**src/rtl/text_ram_writer.sv**
```systemverilog
// text_ram_writer: queues character writes from the I2C register block,
// converts (x, y) to a linear text RAM address (y*COLS + x) with a
// multi-cycle shift-add, and commits each word once the arbiter grants.
// Optional screen-fill is compiled in with TEXT_WRITER_CLEAR_EN.
//
// state | meaning
// IDLE  | pending clear or pop FIFO head; out-of-range entries dropped here
// MUL   | 8 shift-add cycles forming y*COLS + x in mem_addr_q
// REQ   | mem_req high, address/data stable, wait for mem_gnt
// WRITE | one mem_we cycle, then back to IDLE
// CLR   | fill every cell with a space; one word per granted cycle
module text_ram_writer #(
    parameter int COLS       = 80,
    parameter int ROWS       = 30,
    parameter int ADDR_WIDTH = 12,
    parameter int FIFO_DEPTH = 4
) (
    input  logic                  clk,
    input  logic                  reset_n,
    input  logic                  char_wr,
    input  logic [7:0]            char_in,
    input  logic [7:0]            x_in,
    input  logic [7:0]            y_in,
    input  logic [7:0]            attr1_in,
    input  logic [7:0]            attr2_in,
    input  logic                  clear_req,
    input  logic                  mem_gnt,
    output logic                  mem_req,
    output logic                  mem_we,
    output logic [ADDR_WIDTH-1:0] mem_addr,
    output logic [23:0]           mem_data,
    output logic                  busy,
    output logic                  overflow,
    output logic [7:0]            drop_count
);

    localparam int PTR_W = $clog2(FIFO_DEPTH);
    localparam logic [PTR_W:0] FULL_CNT = (PTR_W+1)'(FIFO_DEPTH);
    localparam logic [31:0] COLS_W = COLS;
    localparam logic [31:0] ROWS_W = ROWS;

    localparam logic [2:0] S_IDLE  = 3'd0;
    localparam logic [2:0] S_MUL   = 3'd1;
    localparam logic [2:0] S_REQ   = 3'd2;
    localparam logic [2:0] S_WRITE = 3'd3;
`ifdef TEXT_WRITER_CLEAR_EN
    localparam logic [2:0] S_CLR   = 3'd4;
    localparam logic [ADDR_WIDTH-1:0] LAST_ADDR = ADDR_WIDTH'(COLS * ROWS - 1);
`endif

    logic [39:0]           fifo_q [FIFO_DEPTH];
    logic [PTR_W-1:0]      wr_ptr_q, rd_ptr_q;
    logic [PTR_W:0]        count_q;
    logic                  overflow_q;

    logic [2:0]            state_q, state_d;
    logic [ADDR_WIDTH-1:0] mem_addr_q, mem_addr_d;
    logic [23:0]           mem_data_q, mem_data_d;
    logic [ADDR_WIDTH-1:0] mcand_q, mcand_d;
    logic [7:0]            mplier_q, mplier_d;
    logic [2:0]            cnt_q, cnt_d;
    logic [7:0]            drop_q, drop_d;

    logic        fifo_empty, fifo_full, pop, push, clr_go, in_range;
    logic [39:0] head;
    logic [7:0]  h_char, h_x, h_y, h_a1, h_a2;

    assign fifo_empty = (count_q == '0);
    assign fifo_full  = (count_q == FULL_CNT);
    assign head       = fifo_q[rd_ptr_q];
    assign h_char     = head[39:32];
    assign h_x        = head[31:24];
    assign h_y        = head[23:16];
    assign h_a1       = head[15:8];
    assign h_a2       = head[7:0];
    assign in_range   = ({24'd0, h_x} < COLS_W) && ({24'd0, h_y} < ROWS_W);

    assign pop  = (state_q == S_IDLE) && !clr_go && !fifo_empty;
    // A full FIFO still takes a write when the head leaves in the same cycle.
    assign push = char_wr && (!fifo_full || pop);

`ifdef TEXT_WRITER_CLEAR_EN
    logic clr_pend_q;
    assign clr_go = clr_pend_q;

    // Latch clear requests; consumed when IDLE hands over to CLR.
    always_ff @(posedge clk or negedge reset_n) begin
        if (!reset_n)
            clr_pend_q <= 1'b0;
        else if (clear_req)
            clr_pend_q <= 1'b1;
        else if (state_q == S_IDLE)
            clr_pend_q <= 1'b0;
    end
`else
    logic unused_clear;
    assign clr_go       = 1'b0;
    assign unused_clear = clear_req;
`endif

    // FIFO storage; contents are don't-care until the pointers say otherwise.
    always_ff @(posedge clk) begin
        if (push)
            fifo_q[wr_ptr_q] <= {char_in, x_in, y_in, attr1_in, attr2_in};
    end

    // FIFO pointers, occupancy and the sticky overflow flag.
    always_ff @(posedge clk or negedge reset_n) begin
        if (!reset_n) begin
            wr_ptr_q   <= '0;
            rd_ptr_q   <= '0;
            count_q    <= '0;
            overflow_q <= 1'b0;
        end else begin
            if (push) wr_ptr_q <= wr_ptr_q + 1'b1;
            if (pop)  rd_ptr_q <= rd_ptr_q + 1'b1;
            if (push && !pop)
                count_q <= count_q + 1'b1;
            else if (pop && !push)
                count_q <= count_q - 1'b1;
            if (char_wr && !push)
                overflow_q <= 1'b1;
        end
    end

    // Next-state and datapath decode for the sequencing FSM.
    always_comb begin
        state_d    = state_q;
        mem_addr_d = mem_addr_q;
        mem_data_d = mem_data_q;
        mcand_d    = mcand_q;
        mplier_d   = mplier_q;
        cnt_d      = cnt_q;
        drop_d     = drop_q;
        case (state_q)
            S_IDLE: begin
                if (clr_go) begin
`ifdef TEXT_WRITER_CLEAR_EN
                    state_d    = S_CLR;
                    mem_addr_d = '0;
                    mem_data_d = {attr2_in, attr1_in, 8'h20};
`endif
                end else if (!fifo_empty) begin
                    if (in_range) begin
                        // Accumulator starts at x so the product lands on y*COLS + x.
                        mem_addr_d = ADDR_WIDTH'(h_x);
                        mem_data_d = {h_a2, h_a1, h_char};
                        mcand_d    = ADDR_WIDTH'(COLS);
                        mplier_d   = h_y;
                        cnt_d      = 3'd7;
                        state_d    = S_MUL;
                    end else if (drop_q != 8'hFF) begin
                        drop_d = drop_q + 8'd1;
                    end
                end
            end
            S_MUL: begin
                if (mplier_q[0])
                    mem_addr_d = mem_addr_q + mcand_q;
                mcand_d  = mcand_q << 1;
                mplier_d = mplier_q >> 1;
                if (cnt_q == 3'd0)
                    state_d = S_REQ;
                else
                    cnt_d = cnt_q - 3'd1;
            end
            S_REQ: begin
                if (mem_gnt)
                    state_d = S_WRITE;
            end
            S_WRITE: state_d = S_IDLE;
`ifdef TEXT_WRITER_CLEAR_EN
            S_CLR: begin
                if (mem_gnt) begin
                    if (mem_addr_q == LAST_ADDR)
                        state_d = S_IDLE;
                    else
                        mem_addr_d = mem_addr_q + 1'b1;
                end
            end
`endif
            default: state_d = S_IDLE;
        endcase
    end

    // FSM and working registers.
    always_ff @(posedge clk or negedge reset_n) begin
        if (!reset_n) begin
            state_q    <= S_IDLE;
            mem_addr_q <= '0;
            mem_data_q <= '0;
            mcand_q    <= '0;
            mplier_q   <= '0;
            cnt_q      <= '0;
            drop_q     <= '0;
        end else begin
            state_q    <= state_d;
            mem_addr_q <= mem_addr_d;
            mem_data_q <= mem_data_d;
            mcand_q    <= mcand_d;
            mplier_q   <= mplier_d;
            cnt_q      <= cnt_d;
            drop_q     <= drop_d;
        end
    end

`ifdef TEXT_WRITER_CLEAR_EN
    assign mem_req = (state_q == S_REQ) || (state_q == S_WRITE) || (state_q == S_CLR);
    assign mem_we  = (state_q == S_WRITE) || ((state_q == S_CLR) && mem_gnt);
`else
    assign mem_req = (state_q == S_REQ) || (state_q == S_WRITE);
    assign mem_we  = (state_q == S_WRITE);
`endif
    assign mem_addr   = mem_addr_q;
    assign mem_data   = mem_data_q;
    assign busy       = (state_q != S_IDLE) || !fifo_empty;
    assign overflow   = overflow_q;
    assign drop_count = drop_q;

endmodule

```
**config.mk**
```make
export PLATFORM = sky130hd
export DESIGN_NAME = text_ram_writer
export DESIGN_NICKNAME = d
export VERILOG_FILES = /design/src/rtl/text_ram_writer.sv
export SDC_FILE = /design/constraint.sdc
export NUM_CORES = 1
export LEC_CHECK = 0
export ABC_AREA = 0
export CORE_MARGIN = 2
export CORE_UTILIZATION = 51
export DETAILED_ROUTE_END_ITERATION = 7
export PLACE_DENSITY_LB_ADDON = 0.12
export SYNTH_ARGS = -nofsm -noshare
export SYNTH_HDL_FRONTEND = slang
export SYNTH_SLANG_ARGS = --single-unit
```
**constraint.sdc**
```tcl
create_clock -name clk -period 2.8 [get_ports clk]
set_clock_uncertainty 0.2 [all_clocks]
set_input_delay 0.56 -clock clk [delete_from_list [all_inputs] [get_ports clk]]
set_output_delay 0.56 -clock clk [all_outputs]
set_load 0.01 [all_outputs]
```
======== Word-level counts from Yosys, hierarchy flattened ========
Memories as Yosys holds them, arrays and structs flattened.
Cells that the tools add are included.
storage, ports and cells
  input bits .............................. 45
  logic and storage cells ................. 82
  bits in registers ....................... 78
  memories kept ........................... 1
  bits in writable memories ............... 160
memories
  memory  depth  width  rd ports  clocked after Yosys merged registers in  wr ports  RTL line  text
  fifo_q  4      40     1         0                                        1         51        logic [39:0] fifo_q [FIFO_DEPTH];
operators by class
  mux-type cells .......................... 23
  bitwise logic cells ..................... 2
  eq/ne operators ......................... 11
  $add $sub $neg .......................... 7
  reductions and logical operators ........ 25
  $lt $le $gt $ge ......................... 2
operators by type and width
  cell                   number
  $mux W12               5
  $pmux W12 S2           2
  $mux W3                9
  $mux W8                2
  $pmux W8 S2            1
  $reduce_and A4 Y1      4
  $add A12 B12 Y12       1
  $ne A2 B2 Y1 const B   6
  $logic_not A3 Y1       3
  $pmux W3 S3            1
  $add A8 B1 Y8 const B  1
  $lt A8 B5 Y1 const B   1
  $lt A8 B7 Y1 const B   1
  $ne A8 B8 Y1 const B   1
  $eq A3 B2 Y1 const B   2
  $logic_and A1 B1 Y1    6
  $pmux W3 S2            1
  $reduce_and A3 Y1      2
  $sub A3 B1 Y3 const B  2
  $add A2 B1 Y2 const B  2
  $logic_not A1 Y1       4
  $reduce_bool A2 Y1     2
  $add A3 B1 Y3 const B  1
  $eq A3 B1 Y1 const B   1
  5 further kinds        9

======== Logic depth before layout (Yosys ltp) ========
Gate-level depths: netlist (run 1).
  depth in word-level cells ............... 9
  depth in mapped cells ................... 11
  gate-level depth less buffers ........... 11

======== Worst setup path after synthesis (run 1) ========
Ideal clock, no wire load.
  path kind ............................... reg2reg
  from .................................... register state_q[0]
  to ...................................... memory fifo_q[0][0], enable pin
  library setup time ...................... 0.401 ns
  cell stages (with the launch flop) ...... 7
  path slack .............................. -0.031 ns
  data required time ...................... 2.199 ns
  buffers on the path ..................... 1
  arrival time ............................ 2.229 ns
  path through ............................ dfrtp_1 -> inv_1 -> ha_1 -> nor4b_1 -> nor2b_1 -> clkbuf_1 -> and2_1
on the way
  cells in the longest elaborated chain, start to end .. 6
RTL lines
  item                           RTL line  text
  from (decl)                    56        logic [2:0] state_q, state_d;
  from (signal assigned)         197       state_q <= state_d;
  $logic_not A3 Y1               78        assign pop = (state_q == S_IDLE) && !clr_go && !fifo_empty;
  $logic_and A1 B1 Y1            78
  $logic_or A1 B1 Y1             80        assign push = char_wr && (!fifo_full || pop);
  $logic_and A1 B1 Y1            80
  named net push                 64        logic fifo_empty, fifo_full, pop, push, clr_go, in_range;
  $mux W1                        103       if (push)
  $mux W1 (not written as such)  104       fifo_q[wr_ptr_q] <= {char_in, x_in, y_in, attr1_in, attr2_in};
  to (decl)                      51
The timed path passes the listed nets, and every way through them passes these cells.

======== Worst setup path in the final report (run 1) ========
  from .................................... register rd_ptr_q[0]
  to ...................................... register mem_addr_q[6], in the netlist mem_addr[6]
on the way
  cells in the longest elaborated chain, start to end .. 5
  elaborated cells between the ends (all ways) .. 9
  those cells by class .................... 2 x order compare; 1 x eq/ne; 3 x mux; 2 x reduce/logical; 1 x memory
RTL lines
  item                                                 RTL line  text
  from (decl)                                          52        logic [PTR_W-1:0] wr_ptr_q, rd_ptr_q;
  from (signal assigned)                               116       if (pop) rd_ptr_q <= rd_ptr_q + 1'b1;
  $mem_v2 Z4 W40 (*)                                   n/a
  $lt A8 B7 Y1 / $lt A8 B5 Y1 (equally long branches)  76        assign in_range = ({24'd0, h_x} < COLS_W) && ({24'd0, h_y} < ROWS_W);
  $logic_and A1 B1 Y1                                  76
  $ne A2 B2 Y1 (no source line)                        n/a
  $reduce_and A4 Y1 (no source line)                   n/a
  to (signal assigned)                                 198       mem_addr_q <= mem_addr_d;
  to (decl)                                            57        logic [ADDR_WIDTH-1:0] mem_addr_q, mem_addr_d;
Mark *: on every way between the ends. The rest lies on a longest branch, timed or not. The select of a mux whose other input is x is not followed.
A chain may end at the register's enable or synchronous reset.

==> flow_summary.ini, run 1 <==
[timing]
setup_violations = 0
max_freq_ghz = 0.373
layout_min_cycle_time_ns = 2.68
drv_slew = 0
slew-limit-headroom_pct = 59.4
rsz0062_at_grt = false
finalHoldViolations = 0
fin_setup_tns_ns = 0
timing.final.crit_share_pct = 95.7
worstMarginPinSlew_ns = 0.609

[cts]
cts-root-buf = clkbuf_16
clock_latency_ns = 0.50
clk_pin_slew_worst_paths_ns = 0.06
clkSinkCount = 233
cts_buffer_depth = 3
tritoncts.num_buffers = 24
tritoncts = done
htreeDepth = 1

[global_route]
grt_start_max_net_pins = 44
antenna_found_initial = 1
track_usage_pct = 18.3
overflow = 0
grt_pass1_vias = 5356
grt_pass1_wl_mm = 28.5

[setup_path]
worst-r2r-cell-count = 7
worstPathRequired_ns = 2.99
critPathMaxFanout = 7
path_class = flop to flop
worstSetupEndpointType = flop
cp_top_family = simple AND/OR/NAND/NOR gates
cp.depth = 7
path_cells = mux4_2 -> nor4_4 -> buf_4 -> nand4_4 -> o21ai_2 -> nand2_2 -> a221o_1
path_buf_inv = 1
critPathArrivalTime_ns = 2.87
cp_slowest_cell = mux4_2
cp_slowest_stage_delay_ns = 0.58
startpoint_type = flop

[placed_design]
post_dp_cell_area_um2 = 10700
gp_congestion = 0.789
dp_hpwl_mm = 11.3
io_buffers = 91

[pwr]
p_seq_share_pct = 39.8
pwr-share-clk_pct = 26.2
power_per_cell_area_nw_per_um2 = 1110
cellLeakagePower_nw = 4.39
power_w = 0.0130
switching_share_pct = 29.9
power_frac_comb_pct = 34.0
vdd_drop_max_v = 0.000734
p_sw_w = 0.00387
intPower_w = 0.00909

[synth]
synth.avg_cell_area_um2 = 17.8
synth_area_um2 = 9370
synth_top_family_by_area = multiplexers
syn-num-nets = 593
synth-adder-area-share_pct = 3.23
seq_area_frac_synth_pct = 70.8
synth-edff-count = 160
synth.area.top_cells = edfxtp_1 (51%), dfrtp_1 (20%), mux4_2 (9.6%), ha_1 (2.8%), mux2_2 (2.5%)
yosysWarnings = 0
yosysTopAreaCell = edfxtp_1
ys_async_sr_fraction_pct = 31.3
synthDominantCellAreaShare_pct = 51.3
synthXorXnorAreaFrac_pct = 1.50
synthTopCellsByCount = edfxtp_1 (160), dfrtp_1 (73), mux4_2 (40)
yosysUniqueCellTypes = 55
ys_ff_latch = 233
yosysMostFrequentCell = edfxtp_1
synth_compound_area_share_pct = 4.49
synth_ff_type = edfxtp_1
synth.area.mux_share_pct = 13.2
synth_cells = 525
synthSimpleGateAreaFrac_pct = 4.81

[route]
vias = 4985
first_iter_violations = 245
firstDrtPassIters = 4
drc = 0
routed_wirelength_mm = 17.5
avgRoutedWirePerCell_um = 19.4
final_antenna_net_count = 0
vias_per_cell = 5.51

[layout]
syn2layout_area_growth_pct = 24.5
seq_area_um2 = 6630
finalNetCount = 725
fin_area_um2 = 11700
fill_cells = 1239
multiInputGateArea_um2 = 2560
diodes = 0
drive_gt1_share_pct = 23.0

[floorplan]
ios = 93
initial_utilization_pct = 52.1
core_area_um2 = 18000
die_area_um2 = 19500
die_y_um = 140
placementRows = 49
die_w_um = 140

[worst_hold_path]
min_path_cells = 1
hp-class = flop to flop

[job]
maxCapViolations = 0

[outcome]
outcome = complete, no violations
==> through the flow <==
stage	setup slack, ns	hold slack [ns]	std cells	util, %
after global placement	0.0917	0.238	855	59.8
after global routing	0.0106	0.276	904	64.9
final	0.119	0.251	904	64.9
after detailed placement	0.0542	0.247	855	59.8
after CTS	0.00681	0.258	902	64.7
after floorplan	0.187	0.0644	525	-
==> worst paths after layout <==
kind / start / end / slack, ns
max: rd_ptr_q[0] / mem_addr[6] / 0.12
min: overflow / overflow / 0.25
max reg2reg: rd_ptr_q[0] / mem_addr[6] / 0.12
min reg2reg: overflow / overflow / 0.25
max in group asynchronous: reset_n / mem_data[2] / 1.40
min in group asynchronous: reset_n / mem_addr[6] / 0.40
==> placed cells by master, fill, tap and decap left out, types with 3 or more instances in the layout <==
cell,instances
edfxtp_1,160
clkdlybuf4s50_1,88
dfrtp_1,71
mux4_2,40
buf_4,27
nand2_1,25
clkbuf_16,25
inv_1,22
mux2_2,21
ha_1,21
nor2_1,15
a31oi_1,11
xnor2_1,11
o21ai_0,8
a22o_1,8
nand4_1,7
a21oi_1,7
nand3_1,6
clkinv_2,6
and2_2,5
o2bb2ai_1,5
mux2_1,5
xor2_1,5
bufinv_16,5
buf_12,5
o21ai_2,3
mux2i_1,3
a21o_1,3
and2_1,3
and3_1,3
clkinvlp_4,3
==> flip-flops by register name, summed over array words and instances (netlist names) <==
name	flops
rd_ptr_q	2
count_q	3
overflow	1
state_q	2
drop_count	8
cnt_q	3
mplier_q	8
mem_addr	12
mem_data	24
fifo_q	160
mcand_q	8
wr_ptr_q	2
==> per-layer routing <==
layer | track usage (%) | vias to the layer above | wire length (µm)
met2 | 30.8 | 97 | 8590
met4 | 4.00 | 2 | 297
met1 | 25.6 | 2560 | 7890
met3 | 3.37 | 26 | 752
met5 | 0 | - | 13
li1 | - | 2300 | -
==> cell families after synthesis <==
| family | count (synthesis) |
|---|---|
| mux | 70 |
| buf+inv | 41 |
| fa+ha+maj | 23 |
| compound gates | 59 |
| simple gates | 83 |
| flops | 233 |
| xor+xnor | 16 |
==> power by group through the flow <==
stage,clock (W),combinational [W],sequential (W)
floorplan,0,0.00272,0.00522
global placement,0,0.00428,0.00517
detailed placement,0,0.00439,0.00523
CTS,0.00347,0.00445,0.00517
global route,0.00361,0.00482,0.00527
finish,0.00340,0.00440,0.00516
==> final cells by class <==
type / instances / area share, %
clock inverter: 16 / 1.80
multi-input combinational: 251 / 22.0
tap: 229 / 2.46
clock buffer: 28 / 5.54
timing repair buffer: 125 / 10.6
sequential: 233 / 56.9
inverter: 22 / 0.708
==> repair_timing <==
action                                  in CTS  in global routing
hold buffers                                 1                  0
endpoints found under the setup margin       3                 52
cloned                                       0                  0
gates resized for setup                      0                  6
hold endpoints to repair                    42                  0
setup buffers                                2                  2
(Power assumes the default switching activity.)
==> run 2, diff against run 1 <==
--- a/config.mk
+++ b/config.mk
@@ -7,7 +7,7 @@
 export LEC_CHECK = 0
 export ABC_AREA = 0
 export CORE_MARGIN = 2
-export CORE_UTILIZATION = 51
+export CORE_UTILIZATION = 45
 export DETAILED_ROUTE_END_ITERATION = 7
 export PLACE_DENSITY_LB_ADDON = 0.12
 export SYNTH_ARGS = -nofsm -noshare
==> run 2 against run 1 <==
Net effect:
- design area shrank 0.50%
- largest cell class unchanged
- sequential share of layout area grew 0.29 points
- non-clock buffer count shrank 5
- critical path type unchanged
- worst setup slack gained 0.011 ns
- via count shrank 1.0%
==> flow_summary.ini, run 2 (synthesized netlist as in run 1, its figures left out) <==
[placed_design]
dp.cells = 893
io_buffers = 91
dp_slack_ns = -0.0214
post_dp_cell_area_um2 = 10800
dp_hpwl_mm = 11.6
gp_congestion = 0.757

[timing]
slew-limit-headroom_pct = 57.6
layout_min_cycle_time_ns = 2.67
whs_ns = 0.251
worstMarginPinSlew_ns = 0.630
setup_violations = 0
max_freq_ghz = 0.375
timing.final.crit_share_pct = 95.3
setup_slack_ns = 0.131
drv_slew = 0
finalHoldViolations = 0

[layout]
top_register = fifo_q
finalNetCount = 721
drive_gt1_share_pct = 21.6
final_cell_mix = edfxtp_1 (160), clkdlybuf4s50_1 (88), dfrtp_1 (71)
syn2layout_area_growth_pct = 23.9
final_common_cell = edfxtp_1
largest_reg_flops = 160
final_cells = 943
fin_area_um2 = 11600
fill_cells = 1554

[route]
vias_per_cell = 5.23
firstDrtPassIters = 4
vias = 4933
first_iter_violations = 274
routed_wirelength_mm = 18.0
avgRoutedWirePerCell_um = 19.1
drc = 0
final_antenna_net_count = 0

[pwr]
cellLeakagePower_nw = 4.33
power_per_cell_area_nw_per_um2 = 1090
vdd_drop_max_v = 0.000534

[setup_path]
path_class = flop to flop
worstPathRequired_ns = 3.01
critPathMaxFanout = 6
critPathLaunch = rd_ptr_q[0]
critPathArrivalTime_ns = 2.88
r2r_start = rd_ptr_q[0]
startpoint_type = flop
worstSetupEndpointType = flop

[cts]
cts-root-buf = clkbuf_16
htreeDepth = 1
tritoncts = done
clock_latency_ns = 0.53
tritoncts.num_buffers = 25
clk_pin_slew_worst_paths_ns = 0.06
cts_buffer_depth = 3
clkSinkCount = 233

[floorplan]
die_w_um = 148
die_area_um2 = 22000
initial_utilization_pct = 46.0
die_y_um = 148
core_area_um2 = 20400
ios = 93
placementRows = 52

[global_route]
grt_pass1_wl_mm = 28.6
overflow = 0
grt_pass1_vias = 5221
antenna_found_initial = 0
track_usage_pct = 16.9
grt_start_max_net_pins = 38

[worst_hold_path]
hp-class = primary input to async pin

[job]
maxCapViolations = 0

[outcome]
outcome = complete, no violations
[run 2: changes by cell type in the layout (fill, tap and decap cells not counted), sizes merged]
| cell | before | now |
|---|---|---|
| bufinv | 5 | 1 |
| dlygate4sd2 | 0 | 1 |
| clkinv | 8 | 9 |
| inv | 22 | 24 |
| buf | 34 | 29 |
| dlymetal6s2s | 2 | 1 |
| diode | 0 | 1 |
| clkbuf | 28 | 31 |
[run 2: where the power goes]
part / switching (W) / total, W / internal (W)
sequential: 0.000476 / 0.00516 / 0.00469
combinational: 0.00211 / 0.00437 / 0.00226
clock: 0.00134 / 0.00314 / 0.00180
[run 2: area by class of cell]
cell class	count	area (µm²)	share of cell area, %
clock buffers	31	668	5.76
repair buffers	120	1190	10.2
inverters	22	82.6	0.711
well taps	270	338	2.91
clock inverters	15	121	1.05
diodes	1	2.50	0.0216
multi-input cells	251	2570	22.2
flip-flops and latches	233	6630	57.2
[run 2: critical path, stage by stage, from the launching register on]
cell	delay (ns)
dfrtp_2	0.46
mux4_2	0.58
nor4_4	0.45
nand3_4	0.19
o21ai_4	0.19
and2b_1	0.17
mux2_1	0.32
[run 2: through the flow]
| step | total power [W] | TNS (ns) | utilization (%) |
|---|---|---|---|
| 6_report | 0.0127 | 0 | 57.0 |
| 5_1_grt | 0.0135 | -0.00833 | 57.0 |
| 4_1_cts | 0.0128 | 0 | 56.8 |
| 3_5_place_dp | 0.00963 | -0.0974 | 52.9 |
| 3_3_place_gp | 0.00949 | -0.000369 | 52.9 |
| 2_1_floorplan | 0.00794 | 0 | - |
[run 2: final timing paths]
kind	endpoint	slack [ns]	cells after the start
worst min register to register	overflow	0.27	1
worst max register to register	state_q[1]	0.13	6
max in group asynchronous	mem_data[3]	1.52	3
worst max-delay path	state_q[1]	0.13	6
worst min-delay path	mem_addr[10]	0.25	2
min in group clk	overflow	0.27	1
[run 2: repair_timing]
action | CTS | global route
hold buffers | 1 | 0
endpoints found under the hold margin | 17 | 0
endpoints found under the setup margin | 9 | 16
setup buffers | 1 | 1
pin swaps | 0 | 2
resized for setup | 2 | 5
[run 2: routing by layer]
metal | wire length, µm | share of wire, % | GRT usage, %
met4 | 404 | 2.2 | 4.29
met2 | 8770 | 49 | 28.0
met3 | 996 | 5.5 | 4.51
met1 | 7810 | 43 | 22.6
met5 | 0 | 0 | 0
